### src/rtl/prng_pkg.sv
// prng_pkg: shared defaults and state encoding for the LFSR PRNG
package prng_pkg;
  localparam int PRNG_W = 8;
  localparam logic [7:0] PRNG_TAPS = 8'hB8;
  localparam logic [7:0] PRNG_SEED = 8'hDA;
  typedef enum logic {EMPTY, FULL} state_e;
endpackage

### src/rtl/lfsr_step.sv
// lfsr_step: combinational Fibonacci LFSR advance, STEPS shifts unrolled
module lfsr_step #(
  parameter int WIDTH = 8,
  parameter logic [WIDTH-1:0] TAPS = 8'hB8,
  parameter int STEPS = 1
) (
  input  logic [WIDTH-1:0] i_s,
  output logic [WIDTH-1:0] o_s
);
  always_comb begin
    o_s = i_s;
    for (int k = 0; k < STEPS; k++) o_s = {o_s[WIDTH-2:0], ^(o_s & TAPS)};
  end
endmodule

### src/rtl/lfsr_prng_gen.sv
// lfsr_prng_gen: LFSR random source with valid/ready output, seed load and wrap detect
// Define PRNG_ZERO_GUARD_EN to replace a zero seed with SEED_DEFAULT and pulse o_lockup.
module lfsr_prng_gen
  import prng_pkg::*;
#(
  parameter int WIDTH = PRNG_W,
  parameter logic [WIDTH-1:0] TAPS = PRNG_TAPS,
  parameter logic [WIDTH-1:0] SEED_DEFAULT = PRNG_SEED,
  parameter int STEPS = 1,
  parameter int OUT_W = 8
) (
  input  logic             clk,
  input  logic             reset,
  input  logic             i_en,
  input  logic             i_seed_load,
  input  logic [WIDTH-1:0] i_seed,
  output logic             o_valid,
  input  logic             i_ready,
  output logic [OUT_W-1:0] o_prng,
  output logic             o_wrap,
  output logic             o_lockup
);
  state_e r_state, w_next;
  logic [WIDTH-1:0] r_lfsr, r_seed, w_adv, w_seed;
  logic [OUT_W-1:0] r_out;
  logic r_wrap, r_lockup, w_load, w_zero;

  lfsr_step #(.WIDTH(WIDTH), .TAPS(TAPS), .STEPS(STEPS)) u_step (.i_s(r_lfsr), .o_s(w_adv));

`ifdef PRNG_ZERO_GUARD_EN
  assign w_zero = i_seed == '0;
  assign w_seed = w_zero ? SEED_DEFAULT : i_seed;
`else
  assign w_zero = 1'b0;
  assign w_seed = i_seed;
`endif

  // A stalled FULL word holds; otherwise the next word is fetched whenever enabled.
  always_comb begin
    w_load = !i_seed_load && i_en && (r_state == EMPTY || i_ready);
    w_next = i_seed_load ? EMPTY : (r_state == FULL && !i_ready) ? FULL : i_en ? FULL : EMPTY;
  end

  always_ff @(posedge clk or posedge reset)
    if (reset) r_state <= EMPTY;
    else r_state <= w_next;

  always_ff @(posedge clk or posedge reset)
    if (reset) begin
      r_lfsr   <= SEED_DEFAULT;
      r_seed   <= SEED_DEFAULT;
      r_out    <= '0;
      r_wrap   <= 1'b0;
      r_lockup <= 1'b0;
    end else begin
      r_wrap   <= w_load && w_adv == r_seed;
      r_lockup <= i_seed_load && w_zero;
      if (i_seed_load) begin
        r_lfsr <= w_seed;
        r_seed <= w_seed;
      end else if (w_load) begin
        r_out  <= r_lfsr[OUT_W-1:0];
        r_lfsr <= w_adv;
      end
    end

  assign o_valid  = r_state == FULL;
  assign o_prng   = r_out;
  assign o_wrap   = r_wrap;
  assign o_lockup = r_lockup;
endmodule

### config.mk
export PLATFORM = sky130hd
export DESIGN_NAME = lfsr_prng_gen
export DESIGN_NICKNAME = d
export VERILOG_FILES = /design/src/rtl/prng_pkg.sv /design/src/rtl/lfsr_step.sv /design/src/rtl/lfsr_prng_gen.sv
export SDC_FILE = /design/constraint.sdc
export NUM_CORES = 1
export LEC_CHECK = 0
export ABC_AREA = 1
export CELL_PAD_IN_SITES_DETAIL_PLACEMENT = 0
export CELL_PAD_IN_SITES_GLOBAL_PLACEMENT = 1
export CORE_UTILIZATION = 40
export CTS_CLUSTER_DIAMETER = 200
export CTS_CLUSTER_SIZE = 24
export DETAILED_ROUTE_END_ITERATION = 12
export HOLD_SLACK_MARGIN = 0.08
export PLACE_DENSITY = 0.82
export SETUP_SLACK_MARGIN = 0.1
export SLEW_MARGIN = 20
export SYNTH_ARGS = -nofsm -noshare
export SYNTH_HDL_FRONTEND = slang
export SYNTH_HIERARCHICAL = 1
export SYNTH_SLANG_ARGS = --single-unit
### constraint.sdc
create_clock -name clk -period 2.15 [get_ports clk]
set_input_delay 0.645 -clock clk [delete_from_list [all_inputs] [get_ports clk]]
set_output_delay 0.645 -clock clk [all_outputs]
set_load 0.02 [all_outputs]
; Word-level counts from Yosys, hierarchy flattened
; Index checks and enable logic that the tools add are counted.
[word_totals]
register_bits = 26
out_inout_bits = 11
[op_classes]
n_eq_ne = 1
muxes = 5
bitwise = 2
reduce_logical = 10
[op_table]
columns = cell, n
row1 = 2-to-1 mux 8 bit, 2
row2 = equality test 8 bit, 1
row3 = parity 8 bit, 1
row4 = logical AND 1 bit, 4
row5 = 2-to-1 mux 1 bit, 3
row6 = logical NOT 1 bit, 2
row7 = NOT 1 bit, 2
row8 = AND reduction 2 bit, 1
row9 = nonzero test 2 bit, 1
row10 = logical OR 1 bit, 1

; Depth between registers and ports, before layout
[depth]
depth_word = 5
ltp_mapped = 9
mapped_depth_nobuf = 9

; Modules after synthesis
; Netlist, hierarchy kept.
[by_module_without_submodules]
columns = module, instances, cells_each, area_per_inst_um2, seq_area_each_um2
row1 = lfsr_prng_gen, 1, 143, 1193.6, 663.1
row2 = lfsr_step, 1, 22, 116.4, 0.0

; Worst setup path after synthesis
; No wires, ideal clock.
[synth_timing]
kind = in2reg
start = input i_ready
end = register r_lfsr[2]
setup_ns = 0.066
t_arrival_ns = 1.226
required_ns = 2.084
setup_slack_ns = 0.858
stages = 7
path_buffers = 1
path_cell_list = inv_1 > nand2_2 > nand2_4 > nor2_4 > buf_6 > nand2_1 > nand3_2
[synth_via]
elab_chain_len = 3
[synth_lines]
columns = element, line_no
row1 = from (decl), lfsr_prng_gen.sv:18  ; input logic i_ready,
row2 = logical OR 1 bit, lfsr_prng_gen.sv:40  ; w_load = !i_seed_load && i_en && (r_state == EMPTY || i_ready);
row3 = logical AND 1 bit, lfsr_prng_gen.sv:40
row4 = nonzero test 2 bit (no line), n/a
row5 = to (signal assigned), lfsr_prng_gen.sv:59  ; r_lfsr <= w_seed;
row6 = to (signal assigned), lfsr_prng_gen.sv:63  ; r_lfsr <= w_adv;
row7 = to (decl), lfsr_prng_gen.sv:24  ; logic [WIDTH-1:0] r_lfsr, r_seed, w_adv, w_seed;
; No other way between the ends.
; A chain may end at the register's enable or synchronous reset.

; Final worst setup path
[layout_timing]
start = register r_state, in the netlist o_valid
end = output o_valid
[layout_lines]
columns = element, line_no
row1 = from (decl), lfsr_prng_gen.sv:23  ; state_e r_state, w_next;
row2 = from (signal assigned), lfsr_prng_gen.sv:46  ; else r_state <= w_next;
row3 = to (decl), lfsr_prng_gen.sv:17  ; output logic o_valid,
; No word-level cell between the ends.

==> flow_metrics.py <==
metrics = {
    "outcome": {
        "status": "finished, final reports clean",
    },
    "clocking": {
        "clk_pin_slew_ns": 0.13,
        "clockBufferDepth": 2,
        "numClockSinks": 26,
        "cts_root_buffer": "clkbuf_4",
        "cts_resized": 0,
        "numCtsBuffers": 3,
        "htree_num_levels": 1,
        "clk-insertion-delay-late_ns": 0.31,
        "ctsHoldBuffers": 0,
        "tritoncts": "done",
        "cts_setup_buffers": 0,
    },
    "floorplan": {
        "core_mm2": 0.00308,
        "rows": 20,
        "ioPinCount": 24,
        "start_util": 0.426,
        "dieArea_mm2": 0.00351,
        "die_h_um": 59.2,
        "die_width_um": 59.2,
    },
    "flow_run": {
        "maxCapViolCount": 0,
    },
    "setup_path": {
        "crit_type": "flip-flop to output pin",
        "cp.arrival_ns": 1.32,
        "reg2reg_slack_ns": 0.70,
        "critPathTopFamily": "buffers and inverters",
        "rr_startpoint": "r_lfsr[4]",
        "start_kind": "flip-flop",
        "startpoint": "o_valid",
        "critPathCaptureType": "output pin",
        "slowest_stage": "clkdlybuf4s50_1",
        "slowest_delay_ns": 0.61,
        "rr_worst_depth": 9,
        "worstReg2RegEnd": "o_wrap",
        "crit_chain": "clkdlybuf4s50_1",
        "critPathMaxFanout": 2,
        "required_ns": 1.50,
        "cp_num_buf_inv": 1,
    },
    "sta": {
        "grt_setup_unrepaired": "false",
        "fin_crit_ns": 1.97,
        "finalSetupViolations": 0,
        "fin_crit_sh": 0.915,
        "final_max_slew_viol_count": 0,
        "tns_ns": 0,
        "holdWs_ns": 0.481,
        "fmax_ghz": 0.508,
        "hold_viol_final": 0,
        "fin_worst_skew_ns": 0.00273,
    },
    "global_routing": {
        "grt_overflow_total": 0,
        "antenna_found_initial": 0,
        "grt_max_degree": 27,
        "grt_first_pass_wirelength_mm": 4.30,
        "grt_use_total": 0.167,
        "grt_pass1_vias": 1004,
    },
    "hold_path": {
        "hold_class": "flip-flop to flip-flop",
        "worstHoldPathCells": 2,
        "worstHoldStart": "r_seed[1]",
        "hold_end": "r_seed[1]",
    },
    "routing": {
        "drc": 0,
        "wl_per_cell_um": 10.7,
        "totalWireLength_mm": 2.43,
        "vias": 1023,
        "drt-pass1-iter-count": 4,
        "vias_per_cell": 4.53,
        "ant_nets": 0,
        "drt_iter0_drc": 34,
    },
    "final_layout": {
        "nNetsFinal": 196,
        "antenna_cells": 0,
        "syn2layout_area_growth_pct": 17.5,
        "layout-drive-gt1-share": 0.115,
    },
    "synthesis": {
        "synth_ff_type": "dfrtp_1",
        "yosysMostFrequentCell": "nand2_1",
        "ys_warn_count": 6,
        "synth_cells": 165,
        "synth_edf_count": 0,
        "yosys.cell_types.count": 19,
        "synth_area_leader_cell": "dfrtp_1",
        "yosysSeqAreaShare": 0.506,
        "synth_nets": 178,
        "synthTopCellsByArea": "dfrtp_1, nand2_1, dfstp_2",
        "synth_top_area_share": 0.306,
        "synth_common_cells": "nand2_1, inv_1, dfrtp_1",
        "synth_area_per_cell_um2": 7.94,
        "synth_seq_cells": 26,
        "syn_area_mm2": 0.00131,
        "async_flop_share": 1.00,
    },
    "placement": {
        "place_congestion": 0.774,
        "portBuffers": 22,
        "hpwlAfterDp_mm": 1.84,
    },
    "power_and_ir_drop": {
        "irDropWorstVdd_mv": 0.379,
        "p_leak_nw": 0.782,
        "power.density_mw_per_mm2": 707,
    },
}
[through the flow]
| stage | total power, mW | instance area [µm²] | utilization | setup slack (ns) | cells |
|---|---|---|---|---|---|
| floorplan | 0.798 | 1310 | - | 0.858 | 165 |
| global placement | 0.886 | 1510 | 0.491 | 0.288 | 222 |
| detailed placement | 0.895 | 1510 | 0.491 | 0.229 | 222 |
| CTS | 1.10 | 1540 | 0.500 | 0.159 | 226 |
| global route | 1.16 | 1540 | 0.500 | 0.120 | 226 |
| finish | 1.09 | 1540 | 0.500 | 0.182 | 226 |
[flip-flops by register name, summed over array words and instances (netlist names)]
signal / cells
o_prng: 8
r_seed: 8
o_valid: 1
o_wrap: 1
r_lfsr: 8
[power by group]
group	switching [mW]	internal, mW
sequential	0.0506	0.561
combinational	0.148	0.123
clock	0.133	0.0724
total	0.332	0.756
[worst max-delay path by stage]
stage | cells past startpoint | endpoint | slack [ns]
floorplan | 7 | r_lfsr[2] | 0.86
CTS | 1 | o_valid | 0.16
finish | 1 | o_valid | 0.18
detailed placement | 7 | o_wrap | 0.23
global placement | 7 | o_wrap | 0.29
global route | 1 | o_valid | 0.12
[routing by layer]
layer | up-vias | share of wire | GRT usage | wire length (µm)
li1 | 524 | - | - | -
met1 | 471 | 0.46 | 0.219 | 1120
met2 | 26 | 0.48 | 0.271 | 1170
met3 | 2 | 0.054 | 0.0502 | 130
met4 | 0 | 0.0066 | 0.0340 | 16
met5 | - | 0 | 0 | 0
[cells by family (layout without fill, tap and decap cells)]
kind of cell              Yosys count  count (layout)  share of synthesized area
other                               1               1                    0.00286
AOI/OAI and AO/OA                  14              14                     0.0535
and+or+nand+nor                    90              90                      0.289
DFF                                26              26                      0.506
xor gates and xnor gates            4               4                     0.0267
buffers and inverters              30              47                      0.121
[worst register-to-register path, stage by stage (launching register included)]
cell	delay (ns)
dfstp_2	0.63
nand2_1	0.09
inv_1	0.06
nor2_1	0.03
nand2_1	0.06
nand2_1	0.08
xor2_1	0.17
nor2_1	0.10
nand2_1	0.07
nor2_1	0.09
[layout by cell type, fill, tap and decap left out, types with 2 or more instances in the layout]
cell type,Yosys,routed
buf_4,8,2
clkbuf_4,0,3
clkdlybuf4s50_1,0,22
dfrtp_1,16,16
dfstp_2,10,10
inv_1,19,19
nand2_1,71,71
nand3_1,7,7
nand3_2,2,2
nor2_1,6,6
o21ai_0,13,13
xor2_1,3,3
[area by class of cell]
class	count	area (µm²)
sequential	26	663
timing repair buffer	24	235
fill	313	1540
inverter	19	71.3
clock buffer	4	26.3
multi-input combinational	109	488
tap	44	55.1
(Power assumes the default switching activity.)
